==> src/rtl/dptr_seq.sv <==
// dptr_seq: owner of the 16-bit data pointer (DPH:DPL) and sequencer for every
// access the core makes through it.
//
// Arbitrates SFR-bus byte writes to DPL/DPH against core micro-commands (LOAD16,
// INC, MOVX_RD, MOVX_WR, MOVC_RD). Memory commands run as a req/ack transaction
// toward the external/code memory port. The number of cycles spent waiting for
// mem_ack is bounded, and a request that runs out of time completes with rsp_err.
//
// Ports:
//   clock, reset            rising-edge clock, asynchronous active-low reset
//   sfr_we, sfr_bit_we,     SFR byte write; ignored when sfr_bit_we is set
//   sfr_addr, sfr_wdata
//   cmd_valid, cmd_ready,   command handshake; cmd_ready is high only in IDLE
//   cmd_op, cmd_imm,        opcode, LOAD16 value, MOVC offset, MOVX_WR data
//   cmd_acc, cmd_wdata
//   dph, dpl                current pointer bytes
//   mem_req, mem_we,        memory request, held stable while waiting
//   mem_code, mem_addr,
//   mem_wdata
//   mem_ack, mem_rdata      memory completion and read data
//   rsp_valid, rsp_data,    one-cycle completion pulse, read result, timeout flag
//   rsp_err
module dptr_seq #(
  parameter logic [7:0]  SFR_DPL = 8'h82,
  parameter logic [7:0]  SFR_DPH = 8'h83,
  parameter int unsigned TIMEOUT = 255
) (
  input  logic        clock,
  input  logic        reset,
  input  logic        sfr_we,
  input  logic        sfr_bit_we,
  input  logic [7:0]  sfr_addr,
  input  logic [7:0]  sfr_wdata,
  input  logic        cmd_valid,
  output logic        cmd_ready,
  input  logic [2:0]  cmd_op,
  input  logic [15:0] cmd_imm,
  input  logic [7:0]  cmd_acc,
  input  logic [7:0]  cmd_wdata,
  output logic [7:0]  dph,
  output logic [7:0]  dpl,
  output logic        mem_req,
  output logic        mem_we,
  output logic        mem_code,
  output logic [15:0] mem_addr,
  output logic [7:0]  mem_wdata,
  input  logic        mem_ack,
  input  logic [7:0]  mem_rdata,
  output logic        rsp_valid,
  output logic [7:0]  rsp_data,
  output logic        rsp_err
);

  localparam logic [2:0] OpLoad16 = 3'd0;
  localparam logic [2:0] OpInc    = 3'd1;
  localparam logic [2:0] OpMovxRd = 3'd2;
  localparam logic [2:0] OpMovxWr = 3'd3;
  localparam logic [2:0] OpMovcRd = 3'd4;

  // Counter value of the last cycle in which an ack is still accepted.
  localparam logic [7:0] TimeoutLast = 8'(TIMEOUT - 1);

  typedef enum logic [0:0] {StIdle, StWait} state_e;

  state_e      state_q, state_d;
  logic [7:0]  dph_q, dph_d;
  logic [7:0]  dpl_q, dpl_d;
  logic [7:0]  cnt_q, cnt_d;
  logic        mem_req_q, mem_req_d;
  logic        mem_we_q, mem_we_d;
  logic        mem_code_q, mem_code_d;
  logic [15:0] mem_addr_q, mem_addr_d;
  logic [7:0]  mem_wdata_q, mem_wdata_d;
  logic        rsp_valid_q, rsp_valid_d;
  logic [7:0]  rsp_data_q, rsp_data_d;
  logic        rsp_err_q, rsp_err_d;

  logic [15:0] dptr;
  logic        cmd_accept;

  assign dptr       = {dph_q, dpl_q};
  assign cmd_ready  = (state_q == StIdle);
  assign cmd_accept = cmd_valid && (state_q == StIdle);

  always_comb begin
    state_d     = state_q;
    dph_d       = dph_q;
    dpl_d       = dpl_q;
    cnt_d       = cnt_q;
    mem_req_d   = mem_req_q;
    mem_we_d    = mem_we_q;
    mem_code_d  = mem_code_q;
    mem_addr_d  = mem_addr_q;
    mem_wdata_d = mem_wdata_q;
    rsp_valid_d = 1'b0;
    rsp_data_d  = rsp_data_q;
    rsp_err_d   = rsp_err_q;

    // SFR writes land first so that a same-edge LOAD16/INC overrides them below.
    if (sfr_we && !sfr_bit_we) begin
      if (sfr_addr == SFR_DPL) dpl_d = sfr_wdata;
      if (sfr_addr == SFR_DPH) dph_d = sfr_wdata;
    end

    unique case (state_q)
      StIdle: begin
        if (cmd_accept) begin
          case (cmd_op)
            OpLoad16: begin
              {dph_d, dpl_d} = cmd_imm;
              rsp_valid_d    = 1'b1;
              rsp_err_d      = 1'b0;
            end
            OpInc: begin
              {dph_d, dpl_d} = dptr + 16'd1;
              rsp_valid_d    = 1'b1;
              rsp_err_d      = 1'b0;
            end
            OpMovxRd, OpMovxWr: begin
              // Address comes from the registered pointer, i.e. before any
              // same-edge SFR write.
              mem_addr_d  = dptr;
              mem_we_d    = (cmd_op == OpMovxWr);
              mem_wdata_d = cmd_wdata;
              mem_code_d  = 1'b0;
              mem_req_d   = 1'b1;
              cnt_d       = 8'd0;
              state_d     = StWait;
            end
            OpMovcRd: begin
              mem_addr_d = dptr + {8'h00, cmd_acc};
              mem_we_d   = 1'b0;
              mem_code_d = 1'b1;
              mem_req_d  = 1'b1;
              cnt_d      = 8'd0;
              state_d    = StWait;
            end
            default: begin
              rsp_valid_d = 1'b1;
              rsp_err_d   = 1'b0;
            end
          endcase
        end
      end
      StWait: begin
        // Ack takes priority over a timeout on the same edge.
        if (mem_ack) begin
          mem_req_d   = 1'b0;
          if (!mem_we_q) rsp_data_d = mem_rdata;
          rsp_err_d   = 1'b0;
          rsp_valid_d = 1'b1;
          state_d     = StIdle;
        end else if (cnt_q == TimeoutLast) begin
          mem_req_d   = 1'b0;
          rsp_data_d  = 8'hFF;
          rsp_err_d   = 1'b1;
          rsp_valid_d = 1'b1;
          state_d     = StIdle;
        end else begin
          cnt_d = cnt_q + 8'd1;
        end
      end
      default: state_d = StIdle;
    endcase
  end

  always_ff @(posedge clock or negedge reset) begin
    if (!reset) begin
      state_q     <= StIdle;
      dph_q       <= 8'h00;
      dpl_q       <= 8'h00;
      cnt_q       <= 8'h00;
      mem_req_q   <= 1'b0;
      mem_we_q    <= 1'b0;
      mem_code_q  <= 1'b0;
      mem_addr_q  <= 16'h0000;
      mem_wdata_q <= 8'h00;
      rsp_valid_q <= 1'b0;
      rsp_data_q  <= 8'h00;
      rsp_err_q   <= 1'b0;
    end else begin
      state_q     <= state_d;
      dph_q       <= dph_d;
      dpl_q       <= dpl_d;
      cnt_q       <= cnt_d;
      mem_req_q   <= mem_req_d;
      mem_we_q    <= mem_we_d;
      mem_code_q  <= mem_code_d;
      mem_addr_q  <= mem_addr_d;
      mem_wdata_q <= mem_wdata_d;
      rsp_valid_q <= rsp_valid_d;
      rsp_data_q  <= rsp_data_d;
      rsp_err_q   <= rsp_err_d;
    end
  end

  assign dph       = dph_q;
  assign dpl       = dpl_q;
  assign mem_req   = mem_req_q;
  assign mem_we    = mem_we_q;
  assign mem_code  = mem_code_q;
  assign mem_addr  = mem_addr_q;
  assign mem_wdata = mem_wdata_q;
  assign rsp_valid = rsp_valid_q;
  assign rsp_data  = rsp_data_q;
  assign rsp_err   = rsp_err_q;

endmodule

==> config.mk <==
export PLATFORM = sky130hd
export DESIGN_NAME = dptr_seq
export DESIGN_NICKNAME = d
export VERILOG_FILES = /design/src/rtl/dptr_seq.sv
export SDC_FILE = /design/constraint.sdc
export NUM_CORES = 1
export LEC_CHECK = 0
export CAP_MARGIN = 20
export CORE_AREA = 4 4 91 110
export CTS_CLUSTER_DIAMETER = 60
export DETAILED_ROUTE_END_ITERATION = 12
export DIE_AREA = 0 0 95 114
export PLACE_DENSITY_LB_ADDON = 0.05
export SETUP_SLACK_MARGIN = 0.2
export SLEW_MARGIN = 20
export SYNTH_ARGS = -nofsm -noshare
export SYNTH_HDL_FRONTEND = slang
export SYNTH_SLANG_ARGS = --single-unit
==> constraint.sdc <==
create_clock -name clock -period 1.8 [get_ports clock]
set_input_delay 0.36 -clock clock [delete_from_list [all_inputs] [get_ports clock]]
set_output_delay 0.36 -clock clock [all_outputs]
set_load 0.01 [all_outputs]
==> Flow_metrics.wiki <==
{| class="wikitable"
! Metric !! Value
|-
| Cell count of the worst reg-to-reg path || 6
|-
| Setup TNS || -105 ps
|-
| Hold Crit Class || in -> async
|-
| Final design instance area without fill || roughly 0.0062 mm^2
|-
| Iteration-0 DRC Markers || 130
|-
| Via count of the first global-routing pass || about 3800
|-
| Number of flip-flops and latches in the synthesized netlist || 62
|-
| Outcome || finished, violations left
|-
| Capturing element of the worst setup path || mem_addr[15]
|-
| Post-Syn Area per Cell || 9.71 um^2
|-
| Remaining antenna violation count after routing || 0
|-
| Number of nets in the layout || 650
|-
| Number of synthesized flops with an enable pin || 0
|-
| Synth Flop Type || sky130_fd_sc_hd__dfrtp_1
|-
| Die Wd || 95 um
|-
| Overall die height || 114 um
|-
| Critical Path Source || dpl[1]
|-
| Most frequent cells in the layout || sky130_fd_sc_hd__buf_4, sky130_fd_sc_hd__dlygate4sd2_1, sky130_fd_sc_hd__dfrtp_1, sky130_fd_sc_hd__clkdlybuf4s50_1, sky130_fd_sc_hd__nand2_1
|-
| Post-place instance area || approximately 0.0056 mm^2
|-
| Arrival time of the worst setup path || roughly 2100 ps
|-
| Placement row count || 38
|-
| Final clock period utilization by the worst path || 103%
|-
| Register-to-Register Setup Slack || -50 ps
|-
| Initial standard-cell utilization of the core || 40.9%
|-
| Fraction of layout instances using a drive strength above 1 || 32.0%
|-
| All-layer global routing usage || 22.3%
|-
| TritonCTS clock tree || done
|-
| Number of warnings printed during yosys synthesis || 0
|-
| Crit Path Max Fanout || 7
|-
| Worst VDD drop || 0.000467 V
|-
| Endpoint of the worst register-to-register path || mem_addr[15]
|-
| Worst Max-Slew Pin Slew || 475 ps
|-
| Top Ports || 119
|-
| Synth async-reset ratio || 100%
|-
| Clock input transition at the sequential cells of the worst setup and hold paths || 80 ps
|-
| TritonCTS Sinks || 62
|-
| Die Outline Area || 0.0108 mm^2
|-
| Max-slew violation count || 0
|-
| Post-Place Cells || 656
|-
| Final HPWL DP || 8710 um
|-
| Type of the setup path with the least slack || reg -> reg
|-
| Clock network latency to the later pin of the worst-skew pair || 350 ps
|-
| First-pass iteration count of the detailed router || 5
|-
| Buffer depth of the longest clock path || 2
|-
| Critical path data required time || roughly 2000 ps
|-
| TritonCTS buffer count || 9
|-
| Maximum number of pins on one net before global-route repair || 63
|-
| FMAX || between 0.5 and 0.6 GHz
|-
| Number of fillers in the final layout || 720
|-
| Overall power || between 6 and 7 mW
|-
| DRT Wirelength || 12200 um
|-
| Worst Skew || 8.76 ps
|-
| Core Footprint || 0.00894 mm^2
|-
| Share of the yosys chip area belonging to registers || a little over two fifths
|-
| Unique masters post-synth || 57
|-
| Hold_buf cts || 0
|-
| Port-buffer cells || around 120
|-
| Post-Syn Nets || 454
|-
| Total DRC errors in the routed layout || 0
|-
| Number of non-filler instances in the completed layout || 699
|-
| Final setup violation count || 4
|-
| Most common cell after layout, fill and taps aside || sky130_fd_sc_hd__buf_4
|-
| Via density || 5.29
|-
| Final Hold Violating Endpoints || 0
|-
| CTS root buf || sky130_fd_sc_hd__clkbuf_8
|-
| Final worst-path setup slack || -50.2 ps
|-
| Number of antenna violations at the first check in global routing || 1
|-
| Capturing element type of the critical path || flop
|-
| Global-route wire length before repair || 18700 um
|-
| Min cycle time layout || 1850 ps
|-
| Synthesized cell area || approximately 0.0037 mm^2
|-
| RSZ-0062 raised after global routing || yes
|-
| Worst slew margin relative to its limit || roughly 70%
|-
| Leak Pwr || 2.71 nW
|-
| Core Util, Final || 69.8%
|-
| Sort of element at the start of the critical path || flop
|-
| H-tree levels || 3
|-
| Instance count of the mapped netlist || 377
|-
| Total vias in the final route || 3700
|-
| Power density cells || 990 mW/mm^2
|-
| Violations in the final reports || setup timing
|-
| Area grow syn2layout || 70.6%
|-
| Launching point of the worst reg2reg path || dpl[1]
|-
| Max Cap Violations || 0
|-
| Routed length per placed instance || between 15 and 20 um
|-
| Remaining global-route overflow || 0
|-
| Placer's final routability congestion estimate || 0.854
|}
## power breakdown
part	internal (mW)	switching, mW
Combinational	1.51	1.36
Clock	0.656	0.647
Sequential	1.76	0.246
## worst min path at each step
| stage | endpoint | cells past startpoint |
|---|---|---|
| 6_report | mem_wdata[2] | 2 |
| 3_5_place_dp | mem_wdata[2] | 2 |
| 2_1_floorplan | cnt_q[0] | 0 |
| 5_1_grt | mem_wdata[2] | 2 |
| 4_1_cts | mem_wdata[2] | 2 |
| 3_3_place_gp | mem_wdata[2] | 2 |
## flip-flops by register name (all words and copies together) (netlist names)
register / flops
cnt_q: 8
dph: 8
dpl: 8
mem_addr: 16
mem_code: 1
mem_req: 1
mem_wdata: 8
mem_we: 1
rsp_data: 8
rsp_err: 1
rsp_valid: 1
state_q: 1
## metrics by stage
| step | setup WS (ps) | hold WS [ps] |
|---|---|---|
| after floorplan | 27.6 | 64.4 |
| after global placement | -471 | 398 |
| after detailed placement | -501 | 403 |
| after CTS | 3.11 | 25.0 |
| after global routing | -105 | 31.5 |
| final | -50.2 | 15.3 |
## layout make-up
cell class / count / area, um^2 / share of cell area, %
antenna: 1 / 2.50 / 0.0401
clock buffer: 9 / 124 / 1.98
clock inverter: 7 / 80.1 / 1.28
inverter: 13 / 48.8 / 0.782
multi-input combinational: 284 / 2390 / 38.2
sequential: 62 / 1570 / 25.1
tap: 120 / 150 / 2.40
timing repair buffer: 203 / 1890 / 30.2
## logic make-up after synthesis
group	share of synthesized area [%]
buf+inv	3.90
xor+xnor	5.98
flops	42.4
simple gates	17.6
mux	8.48
compound gates	17.4
fa+ha+maj	4.31
## what timing repair did
action / in CTS / in global routing
gates resized for setup: 103 / 49
endpoints found under the setup margin: 96 / 44
setup buffers: 15 / 10
gates cloned: 0 / 1
pin swaps: 28 / 28
## cell usage after synthesis (2+ instances only)
library cell | n | area (um^2)
sky130_fd_sc_hd__or3_1 | 4 | 25.0
sky130_fd_sc_hd__a21oi_1 | 24 | 120
sky130_fd_sc_hd__ha_1 | 11 | 138
sky130_fd_sc_hd__and3_1 | 3 | 18.8
sky130_fd_sc_hd__o22a_1 | 8 | 70.1
sky130_fd_sc_hd__mux2i_1 | 22 | 220
sky130_fd_sc_hd__o211ai_1 | 4 | 30.0
sky130_fd_sc_hd__nor2b_1 | 6 | 37.5
sky130_fd_sc_hd__dfrtp_1 | 62 | 1550
sky130_fd_sc_hd__nand2_1 | 33 | 124
sky130_fd_sc_hd__a21o_1 | 3 | 22.5
sky130_fd_sc_hd__a22o_1 | 2 | 17.5
sky130_fd_sc_hd__xnor2_1 | 17 | 149
sky130_fd_sc_hd__nor3b_1 | 5 | 37.5
sky130_fd_sc_hd__o31a_1 | 2 | 17.5
sky130_fd_sc_hd__o221ai_1 | 3 | 26.3
sky130_fd_sc_hd__nor4_1 | 4 | 25.0
sky130_fd_sc_hd__xor2_1 | 8 | 70.1
sky130_fd_sc_hd__or2_2 | 2 | 12.5
sky130_fd_sc_hd__nand3_1 | 15 | 75.1
sky130_fd_sc_hd__nor2_2 | 2 | 12.5
sky130_fd_sc_hd__a31oi_1 | 7 | 43.8
sky130_fd_sc_hd__o21ai_0 | 15 | 75.1
sky130_fd_sc_hd__inv_1 | 13 | 48.8
sky130_fd_sc_hd__buf_6 | 2 | 22.5
sky130_fd_sc_hd__o22ai_1 | 2 | 12.5
sky130_fd_sc_hd__and2_1 | 2 | 12.5
sky130_fd_sc_hd__nand2b_1 | 4 | 25.0
sky130_fd_sc_hd__a211oi_1 | 2 | 15.0
sky130_fd_sc_hd__buf_2 | 5 | 25.0
sky130_fd_sc_hd__nor3_1 | 9 | 45.0
sky130_fd_sc_hd__nand4_1 | 7 | 43.8
sky130_fd_sc_hd__a221oi_1 | 9 | 78.8
sky130_fd_sc_hd__mux2_2 | 8 | 90.1
sky130_fd_sc_hd__clkbuf_1 | 9 | 33.8
sky130_fd_sc_hd__o21ai_2 | 2 | 17.5
sky130_fd_sc_hd__nor2_1 | 21 | 78.8
## routing by layer
metal	part of all wire, %	vias to the layer above	routed length (um)	track usage [%]
met1	41	1773	4940	26.3
li1	-	1775	-	-
met5	0	-	0	0
met3	5.3	28	639	4.22
met4	2.9	0	357	8.95
met2	51	124	6230	39.5
## worst max-delay path, cell delays in order, from the launching register on
cell	delay (ps)
sky130_fd_sc_hd__dfrtp_2	460
sky130_fd_sc_hd__ha_4	270
sky130_fd_sc_hd__a211oi_4	270
sky130_fd_sc_hd__o21a_1	220
sky130_fd_sc_hd__o21ai_4	100
sky130_fd_sc_hd__nor3b_2	160
sky130_fd_sc_hd__o31a_1	240
No activity file was read; power rests on OpenSTA's default activity.
==> RTL change 1, RTL diff (same flow settings) <==
Reset style: synchronous (`reset`), changed in one clocked block. Comments in the files are not updated.
--- a/src/rtl/dptr_seq.sv
+++ b/src/rtl/dptr_seq.sv
@@ -166,3 +166,3 @@
 
-  always_ff @(posedge clock or negedge reset) begin
+  always_ff @(posedge clock) begin
     if (!reset) begin
Formal check against the unedited RTL: differs if reset is asserted again (counterexample within 4 cycles, from zero or initial values and one cycle with reset low); with reset held inactive, the same outputs for 4 cycles.
==> RTL change 1 against the original RTL <==
  * The flow still finishes with violations (setup timing)
  * Sequential cell count stayed put
  * Critical endpoint is now mem_addr[14]
  * Via count is 11% higher
  * Cell area grew 3.0%
  * Wire length grew 9.6%
  * Worst setup slack lost 0.0052 ns
  * First-iteration DRC count up 6.9%
  * Synthesized area shrank 3.6%
  * Critical path depth increased by 1
  * Largest cell class unchanged
  * Non-clock buffer count up 23
  * Sequential share of layout area decreased by 5.2 points
Power is not compared: it rests on default switching activity, and its combinational part moved more than twofold at a synthesized area within 25%.
==> RTL change 1: results (changes against the original RTL) <==
{
  "status": {"value": "finished with violations", "change": "unchanged"},
  "failed_checks": {"value": "setup timing", "change": "unchanged"},
  "finalSetupViolations": {"value": 5, "change": "was 4"},
  "post_synth_xor_area_fraction": {"value": 0.0645, "change": "was 0.0598"},
  "grt_max_degree": {"value": 27, "change": "was 63"},
  "place.gp.congestion": {"value": 0.871, "change": "was 0.854"},
  "post_route_cells_drive_above_1_share": {"value": 0.361, "change": "was 0.320"},
  "synth.area.mux_share": {"value": 0.0315, "change": "was 0.0848"},
  "groute.layer.met2.usage": {"value": 0.429, "change": "was 0.395"},
  "numPlacedInstances": {"value": 717, "change": "was 656"},
  "whs": {"value": 0.414, "unit": "ns", "change": "was 0.0153 ns"},
  "preCtsSetupSlack": {"value": -0.602, "unit": "ns", "change": "was -0.501 ns"},
  "global_route_wire_length_before_repair": {"value": 19900, "unit": "µm", "change": "was 18700 µm"},
  "postSynthNetCount": {"value": 498, "change": "was 454"},
  "fill_cells": {"value": 725, "change": "was 720"},
  "grt_antenna_before_repair": {"value": 0, "change": "was 1"},
  "worstReg2RegEnd": {"value": "mem_addr[14]", "change": "was mem_addr[15]"},
  "postPlaceCellArea": {"value": 5520, "unit": "µm²", "change": "was 5570 µm²"},
  "ys_top_cells_by_count": {"value": "62 x sky130_fd_sc_hd__dfxtp_1, 52 x sky130_fd_sc_hd__nand2_1, 30 x sky130_fd_sc_hd__a21oi_1, 30 x sky130_fd_sc_hd__nor2_1, 21 x sky130_fd_sc_hd__nor3_1", "change": "was 62 x sky130_fd_sc_hd__dfrtp_1, 33 x sky130_fd_sc_hd__nand2_1, 24 x sky130_fd_sc_hd__a21oi_1"},
  "dominantRegCellSynth": {"value": "sky130_fd_sc_hd__dfxtp_1", "change": "was sky130_fd_sc_hd__dfrtp_1"},
  "startpoint_of_the_worst_register_to_register_path": {"value": "dpl[0]", "change": "was dpl[1]"},
  "route.final.wire_length": {"value": 13300, "unit": "µm", "change": "was 12200 µm"},
  "clock-skew-final": {"value": 0.00712, "unit": "ns", "change": "was 0.00876 ns"},
  "vias": {"value": 4120, "change": "was 3700"},
  "number_of_standard_cells_after_synthesis": {"value": 421, "change": "was 377"},
  "ys_top_cells_by_area": {"value": "sky130_fd_sc_hd__dfxtp_1 35%, sky130_fd_sc_hd__nand2_1 5.5%, sky130_fd_sc_hd__a21oi_1 4.3%", "change": "was sky130_fd_sc_hd__dfrtp_1 42%, sky130_fd_sc_hd__mux2i_1 6.0%, sky130_fd_sc_hd__xnor2_1 4.1%"},
  "synth_async_sr_flop_share": {"value": 0, "change": "was 1.00"},
  "fin_ws": {"value": -0.0554, "unit": "ns", "change": "was -0.0502 ns"},
  "dp_hpwl": {"value": 9180, "unit": "µm", "change": "was 8710 µm"},
  "insertedDiodeCount": {"value": 0, "change": "was 1"}
}
## RTL change 1: how the worst max path moves through the flow
stage,from,end,depth (start not counted)
after floorplan,dpl[4],mem_addr[15],7
after global placement,cmd_acc[1],mem_addr[15],7
after detailed placement,cmd_acc[1],mem_addr[15],7
after CTS,dpl[1],mem_addr[15],7
after global routing,dpl[1],dph[3],8
final,dpl[0],mem_addr[14],7
## RTL change 1: report_power, final
group          internal (mW)  switching [mW]  total, mW  leakage [nW]
sequential              1.42          0.0534       1.48         0.514
clock                  0.743           0.583       1.33         0.104
combinational          0.456           0.381      0.836          2.39
total                   2.62            1.02       3.64          3.01
## RTL change 1: layout make-up
cell class	count	area, µm²	share of cell area
repair buffers	226	2110	0.328
clock buffers	12	165	0.0257
flip-flops and latches	62	1280	0.199
well taps	120	150	0.0234
inverters	11	41.3	0.00642
clock inverters	3	42.5	0.00662
multi-input cells	323	2640	0.410
==> RTL change 2, RTL diff (same flow settings) <==
Without the edit above. The parameter `SFR_DPL` goes from 8'h82 to 8'h61.
--- a/src/rtl/dptr_seq.sv
+++ b/src/rtl/dptr_seq.sv
@@ -23,3 +23,3 @@
 module dptr_seq #(
-  parameter logic [7:0]  SFR_DPL = 8'h82,
+  parameter logic [7:0]  SFR_DPL = 8'h61,
   parameter logic [7:0]  SFR_DPH = 8'h83,
Behaviour: not the same (a bounded check fails within 4 cycles, from zero or initial values and one cycle with reset low).
==> RTL change 2 against the original RTL <==
  * Largest power group unchanged
  * Wire length up 12%
  * Sequential cell count did not move
  * Cell area grew 4.8%
  * Power is 4.4% higher
  * Synthesized area up 4.6%
  * Highest routed layer unchanged
  * The flow still finishes with violations (setup timing)
  * Sequential power increased by 2%
  * Synthesized cell count is 6.6% higher
  * Worst setup slack lost 0.10 ns
==> RTL change 2: results (changes against the original RTL) <==
{
  "failed_checks": {"value": "setup timing", "change": "unchanged"},
  "first_global_vias": {"value": 4346, "change": "was 3808"},
  "power.static_leakage": {"value": 2.95, "unit": "nW", "change": "was 2.71 nW"},
  "crit_path_max_incr_delay": {"value": 0.44, "unit": "ns", "change": "was 0.46 ns"},
  "grt_antenna_before_repair": {"value": 0, "change": "was 1"},
  "post_synth_xor_area_fraction": {"value": 0.0229, "change": "was 0.0598"},
  "clock-skew-final": {"value": 0.00860, "unit": "ns", "change": "was 0.00876 ns"},
  "final_cells": {"value": 727, "change": "was 699"},
  "ys_top_cells_by_area": {"value": "sky130_fd_sc_hd__dfrtp_1 41%, sky130_fd_sc_hd__mux2i_1 6.3%, sky130_fd_sc_hd__ha_1 3.6%", "change": "was sky130_fd_sc_hd__dfrtp_1 42%, sky130_fd_sc_hd__mux2i_1 6.0%, sky130_fd_sc_hd__xnor2_1 4.1%"},
  "vdd_ir_drop_max": {"value": 0.572, "unit": "mV", "change": "was 0.467 mV"},
  "insertedDiodeCount": {"value": 0, "change": "was 1"},
  "synth_sequential_area_ratio": {"value": 0.405, "change": "was 0.424"},
  "fin_ws": {"value": -0.153, "unit": "ns", "change": "was -0.0502 ns"},
  "place.gp.congestion": {"value": 0.903, "change": "was 0.854"},
  "status": {"value": "finished with violations", "change": "unchanged"},
  "global_route_wire_length_before_repair": {"value": 21700, "unit": "µm", "change": "was 18700 µm"},
  "numPlacedInstances": {"value": 682, "change": "was 656"},
  "timing.critical_path.fanout_max": {"value": 6, "change": "was 7"},
  "grt_util_all_layers": {"value": 0.258, "change": "was 0.223"},
  "launching_element_of_the_worst_setup_path": {"value": "dpl[0]", "change": "was dpl[1]"},
  "synth.area.mux_share": {"value": 0.0863, "change": "was 0.0848"},
  "vias": {"value": 4215, "change": "was 3700"},
  "yosys.area.top_type_share": {"value": 0.405, "change": "was 0.424"},
  "routed_length_per_instance": {"value": 18.8, "unit": "µm", "change": "was 17.4 µm"},
  "number_of_standard_cells_after_synthesis": {"value": 402, "change": "was 377"},
  "finalSetupViolations": {"value": 6, "change": "was 4"}
}
## RTL change 2: area by class of cell
type / instances / area, µm²
multi-input combinational: 302 / 2580
fill: 700 / 2390
timing repair buffer: 217 / 2010
sequential: 62 / 1570
clock buffer: 13 / 159
tap: 120 / 150
clock inverter: 3 / 42.5
inverter: 10 / 37.5
## RTL change 2: cells by family (layout without fill, tap and decap cells)
logic type | after synthesis | count (layout)
buffers and inverters | 38 | 243
DFF | 62 | 62
adders and majority gates | 12 | 12
xor gates and xnor gates | 10 | 10
AOI/OAI and AO/OA | 117 | 117
and+or+nand+nor | 131 | 131
muxes | 32 | 32
## RTL change 2: path summary, 6_finish.rpt
path / end / cells past startpoint
min in group clock: mem_we / 2
max in group asynchronous: dph[2] / 2
min reg2reg: rsp_data[2] / 1
max: mem_addr[14] / 6
max reg2reg: mem_addr[14] / 6
min: cnt_q[5] / 2
## RTL change 2: worst register-to-register path, stage by stage, from the launching register on
cell	delay [ns]
sky130_fd_sc_hd__dfrtp_2	0.44
sky130_fd_sc_hd__ha_4	0.17
sky130_fd_sc_hd__fa_2	0.39
sky130_fd_sc_hd__a211oi_4	0.30
sky130_fd_sc_hd__o211a_1	0.28
sky130_fd_sc_hd__o41ai_1	0.11
sky130_fd_sc_hd__a31oi_1	0.18
## RTL change 2: routing by layer
layer | global-route usage | routed length, µm
met5 | 0 | 0
met1 | 0.303 | 5190
met3 | 0.0449 | 875
met4 | 0.127 | 514
met2 | 0.448 | 7070
## RTL change 2: power groups by stage
| stage | clock (mW) | combinational [mW] | sequential, mW |
|---|---|---|---|
| final | 1.26 | 3.13 | 2.06 |
| after global routing | 1.36 | 3.39 | 2.11 |
| after CTS | 1.29 | 2.97 | 2.06 |
| after detailed placement | 0 | 2.75 | 2.16 |
| after global placement | 0 | 2.69 | 2.14 |
| after floorplan | 0 | 1.14 | 2.26 |
## RTL change 2: repair_timing
action	in CTS	in global routing
pin swaps	34	36
setup endpoints to repair	99	48
buffers inserted	23	4
gates cloned	1	1
resized for setup	143	44
## RTL change 2: per-stage QoR
stage                     setup WS, ns  TNS (ns)  hold slack [ns]  utilization  instance area, µm²
final                           -0.153    -0.813          0.00505        0.732                6550
after detailed placement        -0.573    -13.94            0.395        0.640                5720
after CTS                       -0.133    -0.703          0.00741        0.709                6340
after floorplan                -0.0491    -0.102           0.0644            -                3990
after global placement          -0.531    -12.91            0.399        0.640                5720
after global routing            -0.236     -1.67           0.0236        0.732                6550
